==> src/rtl/cpu_pkg.sv <==
// Shared definitions for the CPU front end.
//   state_e        : fetch-stage FSM states (BOOT, RUN, FLUSH)
//   WORD_W         : datapath / address width
//   PC_INC         : byte stride between sequential instructions
//   PC_READ_OFFSET : ARM-visible PC offset seen by operand reads
//   NOP_WORD       : bubble instruction (andeq r0,r0,r0)
//   align_word()   : clears the byte-offset bits of an address
package cpu_pkg;

  localparam int WORD_W = 32;

  localparam logic [WORD_W-1:0] PC_INC         = 32'd4;
  localparam logic [WORD_W-1:0] PC_READ_OFFSET = 32'd8;
  localparam logic [WORD_W-1:0] NOP_WORD       = 32'h0000_0000;

  typedef enum logic [1:0] {
    BOOT  = 2'd0,
    RUN   = 2'd1,
    FLUSH = 2'd2
  } state_e;

  function automatic logic [WORD_W-1:0] align_word(input logic [WORD_W-1:0] addr);
    return addr & ~32'd3;
  endfunction

endpackage

==> src/rtl/pc_reg.sv <==
// Program counter register.
//   clk           : system clock
//   reset         : synchronous active-high reset, loads RESET_PC
//   redirect_i    : load the aligned redirect target
//   redirect_pc_i : redirect target, low two bits dropped
//   stall_i       : hold the current PC
//   pc_o          : current PC, always word-aligned
// Priority: reset > redirect > stall > increment.
module pc_reg
  import cpu_pkg::*;
#(
  parameter logic [WORD_W-1:0] RESET_PC = 32'h0000_0000
) (
  input  logic              clk,
  input  logic              reset,
  input  logic              redirect_i,
  input  logic [WORD_W-1:0] redirect_pc_i,
  input  logic              stall_i,
  output logic [WORD_W-1:0] pc_o
);

  logic [WORD_W-1:0] pc_q;
  logic [WORD_W-1:0] pc_d;

  always_comb begin
    pc_d = pc_q;
    if (redirect_i) begin
      pc_d = align_word(redirect_pc_i);
    end else if (!stall_i) begin
      // Wraps naturally modulo 2^32.
      pc_d = pc_q + PC_INC;
    end
  end

  always_ff @(posedge clk) begin
    if (reset) begin
      pc_q <= RESET_PC;
    end else begin
      pc_q <= pc_d;
    end
  end

  assign pc_o = pc_q;

endmodule

==> src/rtl/instruction_fetch.sv <==
// Fetch stage: owns the PC, presents it to instruction memory and captures
// the returned word into the IF/ID register. Redirects insert one bubble.
//   clk, reset   : clock, synchronous active-high reset
//   stall        : hold PC and IF/ID contents
//   redirect     : load redirect_pc (word-aligned), emit a bubble
//   redirect_pc  : redirect target
//   imem_addr    : byte address to instruction memory (registered PC)
//   imem_data    : combinational instruction word for imem_addr
//   if_instr     : registered instruction for decode
//   if_pc        : fetch address of if_instr
//   if_pc8       : if_pc + 8
//   if_valid     : if_instr is a real instruction
//   fetch_count  : count of instructions delivered with if_valid=1
module instruction_fetch
  import cpu_pkg::*;
#(
  parameter logic [31:0] RESET_PC = 32'h0000_0000,
  parameter logic [31:0] NOP_WORD = cpu_pkg::NOP_WORD
) (
  input  logic        clk,
  input  logic        reset,
  input  logic        stall,
  input  logic        redirect,
  input  logic [31:0] redirect_pc,
  output logic [31:0] imem_addr,
  input  logic [31:0] imem_data,
  output logic [31:0] if_instr,
  output logic [31:0] if_pc,
  output logic [31:0] if_pc8,
  output logic        if_valid,
  output logic [31:0] fetch_count
);

  state_e      state_q, state_d;
  logic [31:0] pc;
  logic [31:0] if_instr_q, if_instr_d;
  logic [31:0] if_pc_q, if_pc_d;
  logic        if_valid_q, if_valid_d;
  logic [31:0] fetch_count_q, fetch_count_d;

  pc_reg #(
    .RESET_PC(RESET_PC)
  ) u_pc_reg (
    .clk          (clk),
    .reset        (reset),
    .redirect_i   (redirect),
    .redirect_pc_i(redirect_pc),
    .stall_i      (stall),
    .pc_o         (pc)
  );

  always_comb begin
    state_d       = state_q;
    if_instr_d    = if_instr_q;
    if_pc_d       = if_pc_q;
    if_valid_d    = if_valid_q;
    fetch_count_d = fetch_count_q;

    if (redirect) begin
      // Redirect beats stall; if_pc keeps its last value under the bubble.
      if_instr_d = NOP_WORD;
      if_valid_d = 1'b0;
      state_d    = FLUSH;
    end else if (!stall) begin
      // BOOT, RUN and FLUSH all fetch identically when unstalled; BOOT and
      // FLUSH then settle into RUN.
      if_instr_d    = imem_data;
      if_pc_d       = pc;
      if_valid_d    = 1'b1;
      fetch_count_d = fetch_count_q + 32'd1;
      case (state_q)
        BOOT, RUN, FLUSH: state_d = RUN;
        default:          state_d = BOOT;
      endcase
    end
  end

  always_ff @(posedge clk) begin
    if (reset) begin
      state_q       <= BOOT;
      if_instr_q    <= NOP_WORD;
      if_pc_q       <= 32'd0;
      if_valid_q    <= 1'b0;
      fetch_count_q <= 32'd0;
    end else begin
      state_q       <= state_d;
      if_instr_q    <= if_instr_d;
      if_pc_q       <= if_pc_d;
      if_valid_q    <= if_valid_d;
      fetch_count_q <= fetch_count_d;
    end
  end

  assign imem_addr   = pc;
  assign if_instr    = if_instr_q;
  assign if_pc       = if_pc_q;
  assign if_pc8      = if_pc_q + PC_READ_OFFSET;
  assign if_valid    = if_valid_q;
  assign fetch_count = fetch_count_q;

endmodule
==> config.mk <==
export PLATFORM = sky130hd
export DESIGN_NAME = instruction_fetch
export DESIGN_NICKNAME = d
export VERILOG_FILES = /design/src/rtl/cpu_pkg.sv /design/src/rtl/pc_reg.sv /design/src/rtl/instruction_fetch.sv
export SDC_FILE = /design/constraint.sdc
export NUM_CORES = 1
export LEC_CHECK = 0
export BUFFER_PORTS_ARGS = -buffer_cell sky130_fd_sc_hd__buf_2
export CORE_UTILIZATION = 53
export DETAILED_ROUTE_END_ITERATION = 10
export PLACE_DENSITY = 0.84
export RECOVER_POWER = 50
export REMOVE_ABC_BUFFERS = 1
export SLEW_MARGIN = 20
export SYNTH_ARGS = -nofsm -noshare
export SYNTH_HDL_FRONTEND = slang
export SYNTH_SLANG_ARGS = --single-unit
==> constraint.sdc <==
create_clock -name clk -period 5.9 [get_ports clk]
set_input_delay 1.18 -clock clk [delete_from_list [all_inputs] [get_ports clk]]
set_output_delay 1.18 -clock clk [all_outputs]
set_load 0.01 [all_outputs]
==> metrics list, run 1 <==
- Total setup buffers inserted after CTS: 0
* Startpoint of the tightest hold check path: if_valid
* Count of nets after finishing: 992
- RR Startpoint: fetch_count[0]
* Worst Hold Depth: 2
* H-tree level count: 4
- For this run, the register share of the synthesized area comes to 0.412.
* FF/Latch Area: 0.00250 mm^2
- Clock-pin slew was measured on the worst setup and hold paths at 50 ps.
- The core region is 0.0110 mm^2.
* Number of standard cells after synthesis: 731
- Setup repair after global routing left no endpoint under its margin.
- The number of max-slew violations in the final report was 82.
- Die extent in y: 109 um
- After clock tree synthesis, the repair step resized 0 gates.
- CP Launch Type: input port
- Count of placed standard cells including taps: 1042
- FP Rows: 38
- CP arrival: 4490 ps
- Avg Vias per Cell: 5.65
- After filler insertion, the fill cell instance count of the layout stands at 1036.
* Chain of cells forming the critical path: buf_2 > clkbuf_1 > nor2_1 > buf_4 > nand4_1 > xor2_1 > nor2_1
- Together, buffers and inverters on the worst path number 3.
* Number of nets still failing antenna checks after routing: 0
- I/O pin total: 229
- The checks that failed: capacitance limit, slew limit.
- The root buffer cell chosen for the clock tree is clkbuf_16.
- Number of setup violations in the final report: 0
- The worst hold path terminates at if_valid.
* Leading cell types by total area after synthesis: dfxtp_1 41%, nand2_1 6.1%, mux2i_1 5.4%
* Wire length of the first global-routing pass: 25200 um
- For this run the aggregate overflow at the end of global routing stands at 0.
- Min Tclk post-route: 4210 ps
* CP Data Required Time: 6180 ps
- Clock skew: 8.92 ps
- Placement Setup Slack: 2410 ps
* Share of post-route cells with drive strength above 1: 0.141
- Area added between synthesis and finish: 24.1%
- The number of antenna violations at the first check in global routing came to 0.
- First-pass iteration count of the detailed router: 5
* WL final: 16300 um
- DRC viols: 0
- EDFF count, synth: 0
- Distinct cell type count of the synthesized netlist: 52
- The worst setup path is of the in -> reg kind.
- STA classifies the critical path endpoint as a flip-flop.
- Synthesized flop and latch total: 125
* Worst Max-Slew Pin Slew: 1980 ps
* Skew-Pair Late Insertion Delay: 410 ps
- Counting buffers and inverters, the worst setup path is 7 cells deep.
- Number of buffers created by CTS: 17
* Highest fanout seen on the critical path: 33
- Summed over all cells, the static leakage comes to 2.85 nW.
- Counting flops with an async set or reset pin after synthesis yields a share of 0.
- The share of synthesized area in the top cell type comes to 0.412.
- Starting DRT DRC Count: 313
* Count of vias placed by the detailed router: 6065
* Crit-path slowest cell: clkbuf_1
- Starting density of the core: 0.553
- After routing the design area is 0.00754 mm^2.
- Across all register-to-register paths, the minimum setup slack is 3340 ps.
* Final HPWL from detailed placement: 11100 um
- The clock passes through at most 2 buffers.
- The synthesized netlist occupies a cell area of 0.00607 mm^2.
* Classification of the worst-slack hold path: reg -> reg
* Multi-input combinational cell area: 0.00326 mm^2
- The biggest area contributor in the post-synthesis netlist is dfxtp_1.
- The most used flip-flop cell after synthesis is dfxtp_1.
* Fmax achieved: 238 MHz
- The finished layout holds 1074 standard cells, fillers aside.
- Hold-fix buffers, CTS: 0
- Yosys instantiated no cell more often than dfxtp_1.
- Minimum setup slack in the final design: 1690 ps
- The Yosys step of the flow raised 0 warnings.
- Maximum ir drop on the vdd rail: 0.178 mV
- # clock sinks: 125
* Pwr Density: 277 mW/mm^2
* Ratio of final minimum period to clock period: 0.714
- The die covers 0.0119 mm^2.
- Total of max-cap violations: 2
- Clock tree from TritonCTS: built
* Worst slew margin relative to its limit: -0.322
- Dividing the synthesized area by the synthesized cell count gives 8.31 um^2.
- Largest net degree at the start of global routing: 71
- Endpoint of the lowest-slack register-to-register path: fetch_count[28]
- Die W: 109 um
- On the critical path the largest part of the delay comes from buffers and inverters.
* Vias in the first global route: 5187
- Run status: finished, violations left
* Cell mode on critical path: nor2_1
- The congestion estimate from routability-driven global placement came to 0.798.
- Across every metal layer, demand over resource in global routing totals 0.270.
- Longest individual stage delay on the worst path: 1460 ps
* Fin Setup TNS: 0 ps
- Per-cell routed wire length: 15.2 um
- Most common library cells after synthesis: 125 x dfxtp_1, 98 x nand2_1, 71 x nor2_1, 52 x a21oi_1, 39 x clkbuf_1
- The number of hold-slack violations in the final timing report is 0.
- Once placement finished, the instance area stood at 0.00714 mm^2.
- Register-to-Register Path Depth: 5
- Count of port buffers added during placement: 220
- Antenna diode count: 0
## stage by stage
stage | power [mW] | hold WS [ps] | util
after global routing | 2.16 | 485 | 0.686
after CTS | 2.10 | 457 | 0.702
after detailed placement | 1.11 | 448 | 0.650
after floorplan | 1.01 | 474 | -
final | 2.08 | 453 | 0.686
after global placement | 1.11 | 433 | 0.650
## how the worst max path moves through the flow
stage               startpoint                 to  slack, ps
floorplan                stall    fetch_count[28]       2970
global placement         stall  u_pc_reg.pc_o[28]       2430
detailed placement       stall  u_pc_reg.pc_o[28]       2410
CTS                   if_pc[5]         if_pc8[30]       2290
global route             stall     fetch_count[4]       1360
finish                   stall     fetch_count[4]       1690
## where the power goes
group / switching (mW) / internal, mW / total (mW)
registers: 0.0426 / 0.874 / 0.916
logic: 0.101 / 0.0716 / 0.173
clock network: 0.392 / 0.604 / 0.996
## routing by layer
metal | part of all wire | global-route usage | routed length (um) | up-vias
li1 | - | - | - | 2986
met1 | 0.44 | 0.342 | 7180 | 2834
met2 | 0.48 | 0.453 | 7860 | 231
met3 | 0.069 | 0.0646 | 1130 | 14
met4 | 0.010 | 0.0792 | 165 | 0
met5 | 0 | 0 | 0 | -
## worst register-to-register path, stage by stage (launching register included)
cell	delay [ps]
dfxtp_1	400
ha_1	200
or3b_1	450
or4_4	640
nor4_1	370
mux2_2	390
## logic make-up (layout without fill, tap and decap cells)
kind of cell | after synthesis | in the layout | synth area share
buffers and inverters | 75 | 273 | 0.0540
muxes | 36 | 36 | 0.0599
adders and majority gates | 3 | 3 | 0.00618
xor gates and xnor gates | 47 | 47 | 0.0678
DFF | 125 | 125 | 0.412
and+or+nand+nor | 326 | 326 | 0.271
AOI/OAI and AO/OA | 118 | 118 | 0.129
other | 1 | 6 | 0.000617
## state kept, by name, indices dropped and copies added, names as in the netlist
| signal | cells |
|---|---|
| u_pc_reg.pc_o | 30 |
| fetch_count | 32 |
| if_instr | 32 |
| if_valid | 1 |
| if_pc | 30 |
## layout make-up
type | count | share of cell area
Inverter | 17 | 0.00847
Clock inverter | 12 | 0.0153
Timing Repair Buffer | 224 | 0.128
Multi-Input combinational cell | 536 | 0.433
Clock buffer | 20 | 0.0606
Tap cell | 140 | 0.0232
Sequential cell | 125 | 0.332
## cells in the final DEF (no fill, tap or decap), types with 18 or more instances in the layout
cell and instances:
a21oi_1 52, dfxtp_1 125, buf_2 92, nand3_1 24
nand4_1 26, mux2i_1 33, nor2_1 71, xor2_1 21
xnor2_1 26, nor3_1 18, nand2_1 98, clkbuf_1 131
Power figures use the tool's default switching activity.
==> inputs of run 2 (changes only) <==
--- a/config.mk
+++ b/config.mk
@@ -6,9 +6,9 @@
 export NUM_CORES = 1
 export LEC_CHECK = 0
 export BUFFER_PORTS_ARGS = -buffer_cell sky130_fd_sc_hd__buf_2
-export CORE_UTILIZATION = 53
+export CORE_UTILIZATION = 50
 export DETAILED_ROUTE_END_ITERATION = 10
-export PLACE_DENSITY = 0.84
+export PLACE_DENSITY = 0.8
 export RECOVER_POWER = 50
 export REMOVE_ABC_BUFFERS = 1
 export SLEW_MARGIN = 20
==> constraint.sdc (replaced) <==
create_clock -name clk -period 4.1 [get_ports clk]
set_input_delay 0.82 -clock clk [delete_from_list [all_inputs] [get_ports clk]]
set_output_delay 0.82 -clock clk [all_outputs]
set_load 0.01 [all_outputs]
==> run 2 against run 1 <==
Against the previous run: the flow finishes with violations (DRC, capacitance limit, slew limit); worst setup slack lost 810 ps; core utilization is 2.5 points lower; clock skew is 3.0 ps lower; sequential power increased by 44%; combinational power up 46%; flip-flop and latch count is the same; die area grew 5.9%; register-to-register slack worse by 1900 ps; cell count rose by 0.74%; critical path type is now reg -> out.
==> metrics list, run 2 (synthesis results as in run 1) <==
- The detailed router finished its first iteration with 476 violations.
- The die covers 0.0126 mm^2.
- Count of vias placed by the detailed router: 6026
- The net count of the finished layout is 996.
* Family with the most delay on the worst path: simple AND/OR/NAND/NOR gates
- In the final timing run, aggregate negative setup slack is 0 ps.
* Largest net degree at the start of global routing: 89
- Worst Hold Depth: 2
- Die extent in y: 112 um
- Fmax achieved: 310 MHz
- Failing checks: DRC, capacitance limit, slew limit
* Ratio of final minimum period to clock period: 0.786
* Worst R2R Setup Slack: 1430 ps
- H-tree level count: 4
- In the layout the commonest cells are 125 x dfxtp_1, 119 x clkbuf_1, 103 x buf_2.
* Clock tree from TritonCTS: built
- Dividing the detail-routed wire length by the instance count gives 15.2 um.
* Starting density of the core: 0.523
* Root buffer cell: clkbuf_16
* DP Area: 0.00717 mm^2
* Clock skew: 5.96 ps
* Remaining global-route overflow: 0
- STA puts the critical path data arrival time at 2400 ps.
- At the pin with the least slew margin, the transition time is 1810 ps.
- The routed design has 16400 um of wire.
- In this run the critical register-to-register path is captured at u_pc_reg.pc_o[28].
- The later pin in the worst-skew pair is clocked with a latency of 410 ps.
* Total power draw: 3.24 mW
* Min Tclk post-route: 3220 ps
* Number of setup violations in the final report: 0
* Hold-fix buffers, CTS: 0
- The worst hold path terminates at if_valid.
- Post-CTS repair changed the size of 0 cells.
- The detail route stage leaves a number of antenna-violating nets equal to 0.
* Pwr Density: 421 mW/mm^2
* Multi-input combinational cell area: 0.00327 mm^2
- The number of buffers and inverters on the critical path is 1.
- The flow ran to the end, but the final reports show violations.
* Filler cells: 1083
- In this design, the stage delay of the slowest critical-path cell is 460 ps.
* Area added between synthesis and finish: 26.5%
* Setup repair after global routing missed its margin: no
- Routability-driven placement congestion ratio: 0.831
- Startpoint-to-endpoint class of the critical path: reg -> out
* Crit-path slowest cell: nand4_1
- Maximum ir drop on the vdd rail: 0.261 mV
- FF/Latch Area: 0.00250 mm^2
- Total of max-cap violations: 1
- Number of buffers created by CTS: 17
* Static power due to leakage: 2.95 nW
- Along the worst path, the maximum fanout reaches 9.
- For this run, the detailed router's first-pass iteration total came to 9.
- Wire length of the first global-routing pass: 27000 um
* Count of endpoints failing hold in the final timing report: 0
- FP Rows: 39
* Vias in the first global route: 5561
- DRC viols: 15
- The number of max-slew violations in the final report was 89.
- The critical path goes through and4_1 > nand4_1 > nor3_1 > xor2_1 > buf_2.
- Total setup buffers inserted after CTS: 0
- The number of cells on the worst reg-to-reg path is 5.
* Core area: 0.0116 mm^2
- Data on the critical path is required at its endpoint by 3280 ps.
* Die W: 112 um
- STA classifies the critical path endpoint as an output pin.
* Count of port buffers added during placement: 220
* Final HPWL from detailed placement: 11300 um
* CP Launch Type: flip-flop
* Startpoint of the tightest hold check path: if_valid
- Leaving out fill and tap cells, the most frequent cell in the layout is dfxtp_1.
* CTS clk-pin slew, worst paths: 60 ps
- Of the cells placed in the final design, the portion with a size suffix greater than 1 is 0.160.
- Avg Vias per Cell: 5.57
- Counting every sink on the clock net gives 125.
* Classification of the worst-slack hold path: reg -> reg
* Worst slew margin relative to its limit: -0.206
* Worst-case clock buffer depth: 2
- RR Startpoint: u_pc_reg.pc_o[3]
* Total routing resource utilization after global routing: 0.264
- The number of antenna violations at the first check in global routing is 1.
* Finished Cell Area: 0.00768 mm^2
- I/O pin total: 229
run 2: cell types whose count changed in the layout (fill, tap and decap cells not counted), sizes merged:
| cell | before | now |
|---|---|---|
| inv | 18 | 17 |
| buf | 94 | 110 |
| bufinv | 1 | 5 |
| clkinv | 7 | 1 |
| diode | 0 | 1 |
| clkbuf | 150 | 140 |
| clkinvlp | 3 | 4 |
run 2: how the worst max path moves through the flow:
stage,from,end,cells past startpoint
after floorplan,stall,fetch_count[28],4
after global placement,stall,u_pc_reg.pc_o[28],6
after CTS,if_pc[5],if_pc8[30],5
after global routing,if_pc[5],if_pc8[26],5
final,if_pc[5],if_pc8[30],5
after detailed placement,stall,u_pc_reg.pc_o[28],6
run 2: metal layers:
metal	wire [um]	global-route usage	vias up
li1	-	-	2991
met3	1180	0.0599	12
met1	7190	0.337	2782
met4	136	0.0827	0
met5	0	0	-
met2	7920	0.446	241
run 2: report_power, final:
| group | internal, mW | switching (mW) |
|---|---|---|
| Clock | 1.13 | 0.542 |
| Combinational | 0.106 | 0.146 |
| Sequential | 1.26 | 0.0610 |
| Total | 2.49 | 0.749 |
run 2: area by class of cell:
cell class                 instances  share of cell area
antenna                            1            0.000326
clock buffer                      22              0.0617
clock inverter                    10              0.0241
inverter                          17             0.00830
multi-input combinational        536               0.425
sequential                       125               0.326
tap                              143              0.0233
timing repair buffer             228               0.132
run 2: worst reg2reg max path, stage by stage (launching register included):
cell and delay, ps:
dfxtp_1 510, ha_1 260, nand4_1 300, or4_1 640, or3_1 390, a2111oi_0 400
run 2: through the flow:
| stage | instances | hold WS [ps] | setup WS [ps] | util |
|---|---|---|---|---|
| final | 1082 | 486 | 879 | 0.662 |
| after global routing | 1082 | 514 | 619 | 0.662 |
| after CTS | 1081 | 489 | 899 | 0.674 |
| after detailed placement | 1049 | 457 | 1100 | 0.618 |
| after global placement | 1049 | 434 | 1210 | 0.618 |
| after floorplan | 678 | 474 | 1530 | - |
==> inputs of run 3 (changes only) <==
--- a/config.mk
+++ b/config.mk
@@ -5,10 +5,11 @@
 export SDC_FILE = /design/constraint.sdc
 export NUM_CORES = 1
 export LEC_CHECK = 0
+export ABC_AREA = 1
 export BUFFER_PORTS_ARGS = -buffer_cell sky130_fd_sc_hd__buf_2
-export CORE_UTILIZATION = 50
+export CORE_UTILIZATION = 46
 export DETAILED_ROUTE_END_ITERATION = 10
-export PLACE_DENSITY = 0.8
+export PLACE_DENSITY = 0.76
 export RECOVER_POWER = 50
 export REMOVE_ABC_BUFFERS = 1
 export SLEW_MARGIN = 20
==> constraint.sdc (replaced) <==
create_clock -name clk -period 2.9 [get_ports clk]
set_input_delay 0.58 -clock clk [delete_from_list [all_inputs] [get_ports clk]]
set_output_delay 0.58 -clock clk [all_outputs]
set_load 0.01 [all_outputs]
==> run 3 against run 2 <==
Against the previous run: the flow now finishes without violations; flip-flop and latch count stayed put; synthesized cell count increased by 37%; highest routed layer unchanged; largest cell class unchanged; register-to-register slack worse by 410 ps.
==> metrics list, run 3 <==
* Yosys warning total: 0
* Core area: 0.0139 mm^2
- Remaining global-route overflow: 0
- The synthesized design contains 0 enable-type register cells.
* Worst-case clock buffer depth: 2
* Xor/xnor share of the synthesized area: 0.0398
* Fin Setup TNS: 0 ps
* CP arrival: 2150 ps
* Pwr Density: 550 mW/mm^2
- Count leader, synth: nand2_1
- The compound-cell area share of the yosys netlist is 0.107.
- Ratio of final minimum period to clock period: 0.940
- After clock tree synthesis, the clock-pin slew on the worst setup and hold paths is 60 ps.
- Final HPWL from detailed placement: 14500 um
- Worst Max-Slew Pin Slew: 1400 ps
- Maximum ir drop on the vdd rail: 0.363 mV
- Clock latency on the worst-skew pair, taken at its later pin, is 420 ps.
- The run finished with clean final reports.
* Per-cell routed wire length: 14.0 um
- The first routing iteration left 439 violations.
- Internal Power: 3.43 mW
- Setup violations remaining at the end of the flow were counted as 0.
* Total routing resource utilization after global routing: 0.272
- STA classifies the critical path startpoint as a flip-flop.
* Share of synthesized registers carrying an async set or reset: 0
- The congestion estimate from routability-driven global placement came to 0.948.
- Worst slew margin relative to its limit: 0.0646
* Avg Vias per Cell: 5.04
- Between clock sinks in the finished design, the worst skew comes to 7.70 ps.
- FP Rows: 43
- Count of nets after finishing: 1281
- Following the worst setup path forward leads to its endpoint at if_pc8[27].
- After detailed placement, the design holds a cell count of 1371.
- Clock tree synthesis found a total of 125 sinks.
* Clock network fraction of design power: 0.492
- Yosys attributes the largest share of cell area to dfxtp_1 38%, nand2_1 15%, nor2_1 8.2%.
* Min Tclk post-route: 2730 ps
- Post-synthesis simple-gate area fraction: 0.374
- DIE AREA: 0.0149 mm^2
- Among all flip-flop cells after synthesis, the most frequent one is dfxtp_1.
- First-pass iteration count of the detailed router: 5
* Clock tree from TritonCTS: built
- The synthesized design spends more area on one cell type than any other, namely dfxtp_1.
* Share of post-route cells with drive strength above 1: 0.169
* Starting density of the core: 0.474
* Worst R2R Setup Slack: 1020 ps
* CP startpoint: if_pc[4]
- In the layout the commonest cells are 263 x nand2_1, 145 x nor2_1, 133 x buf_2.
* Count of port buffers added during placement: 220
* Most common library cells after synthesis: 262 x nand2_1, 145 x nor2_1, 125 x dfxtp_1, 108 x inv_1, 71 x nand3_1
- For this run, the register share of the synthesized area comes to 0.379.
- Count of endpoints failing hold in the final timing report: 0
- The H-tree was split into 4 levels.
- The cell count after synthesis came out at 998.
* Register-to-Register Path Depth: 10
- Endpoint of the lowest-slack register-to-register path: u_pc_reg.pc_o[30]
* Classification of the worst-slack hold path: in -> reg
- WL final: 19700 um
- Excluding fillers, the count of instances in the completed layout stands at 1403.
- The multi-input combinational cells in the finished layout cover a total of 0.00347 mm^2.
* Area added between synthesis and finish: 25.8%
* Largest net degree at the start of global routing: 38
* I/O pin total: 229
- Post-layout util: 0.597
* P_sw: 1.15 mW
* Number of buffers created by CTS: 17
* Filler cells: 1422
- Of the total power, registers draw 0.410.
- Of all nets on the critical path, the largest fanout is 4.
- Final count of pins violating max slew: 0
* Multiplexer share of the synthesized area: 0
- Synthesized flop and latch total: 125
- Switching power share of the total: 0.251
- Post-CTS repair changed the size of 0 cells.
* Wire length of the first global-routing pass: 31500 um
* Count of vias placed by the detailed router: 7067
- Kind of end point of the critical path: output pin
- Number of nets still failing antenna checks after routing: 0
- Fraction of the mapped netlist area in adder cells: 0.00568
- For this design the static power due to leakage is 3.75 nW.
* Die W: 122 um
- Vias in the first global route: 6535
- The number of antenna violations at the first check in global routing was 1.
- Setup repair after global routing left no endpoint under its margin.
* CP Data Required Time: 2320 ps
- Summing all flip-flop and latch instances after layout gives 0.00250 mm^2.
- The library cell used most frequently in the layout, excluding fill and tap cells, is nand2_1.
* Die extent in y: 122 um
- The share of synthesized area in the top cell type comes to 0.379.
- Root buffer cell: clkbuf_16
- Hold repair after CTS inserted 0 buffers.
* Netlist Area Pre-Place: 0.00661 mm^2
- Largest family of logic cells by synthesized area: simple AND/OR/NAND/NOR gates
* Total of max-cap violations: 0
- Static timing analysis puts the maximum clock frequency at 367 MHz.
- DRC viols: 0
- RR Startpoint: u_pc_reg.pc_o[3]
- Combinational share of power: 0.098
* Average cell area after synthesis: 6.62 um^2
- Startpoint-to-endpoint class of the critical path: reg -> out
* Total setup buffers inserted after CTS: 0
- The number of different library cells used by synthesis comes to 41.
-- run 3: cell count changes in the layout (fill, tap and decap cells not counted), sizes merged, moves of 33 or more --
cell    previous run  this run
nand3             24        77
nor2              71       165
inv               17       110
o21ai             11        49
nand2             98       267
mux2i             33         0
clkbuf           140       107
-- run 3: kinds of logic after synthesis --
| logic type | after synthesis |
|---|---|
| compound gates | 129 |
| xor+xnor | 30 |
| fa+ha+maj | 3 |
| buf+inv | 153 |
| flops | 125 |
| other cells | 1 |
| simple gates | 557 |
-- run 3: final cells by class --
cell class                 instances  share of cell area
antenna                            1            0.000301
clock buffer                      19              0.0545
clock inverter                    12              0.0203
inverter                         112              0.0507
multi-input combinational        725               0.418
sequential                       125               0.301
tap                              180              0.0271
timing repair buffer             229               0.128
-- run 3: worst min-delay path by stage --
stage | end | from | cells after the start | slack [ps]
detailed placement | if_instr[2] | if_instr[2] | 2 | 450
floorplan | if_instr[2] | if_instr[2] | 2 | 480
global placement | if_instr[2] | if_instr[2] | 2 | 440
CTS | if_instr[22] | imem_data[22] | 3 | 390
finish | if_instr[19] | imem_data[19] | 3 | 400
global route | if_instr[13] | imem_data[13] | 3 | 400
-- run 3: power groups by stage --
stage,Sequential (mW),Clock (mW),Combinational (mW)
after floorplan,1.92,0,0.205
after global placement,1.90,0,0.457
after detailed placement,1.91,0,0.462
after CTS,1.87,2.28,0.465
after global routing,1.88,2.35,0.501
final,1.87,2.25,0.449
-- run 3: per-layer routing --
layer | vias up | share of wire | wire (um) | global-route usage
met1 | 3159 | 0.43 | 8360 | 0.333
met2 | 277 | 0.47 | 9240 | 0.447
met4 | 0 | 0.020 | 392 | 0.100
met5 | - | 0 | 0 | 0
met3 | 35 | 0.085 | 1680 | 0.0805
li1 | 3596 | - | - | -
-- run 3: worst max-delay path, stage by stage, from the launching register on --
cell and delay, ps:
dfxtp_1 370, ha_1 200, nand2_1 70, inv_1 80, nand4_1 190, nor2_1 260, nand4_1 200, xor2_1 210
buf_2 160
-- run 3: through the flow --
step	setup WS (ps)	power [mW]	hold slack [ps]	area (um^2)
3_5_place_dp	606	2.37	446	7840
3_3_place_gp	620	2.36	443	7840
5_1_grt	3.54	4.73	401	8320
2_1_floorplan	492	2.12	481	6430
6_report	174	4.57	404	8320
4_1_cts	171	4.61	389	8460
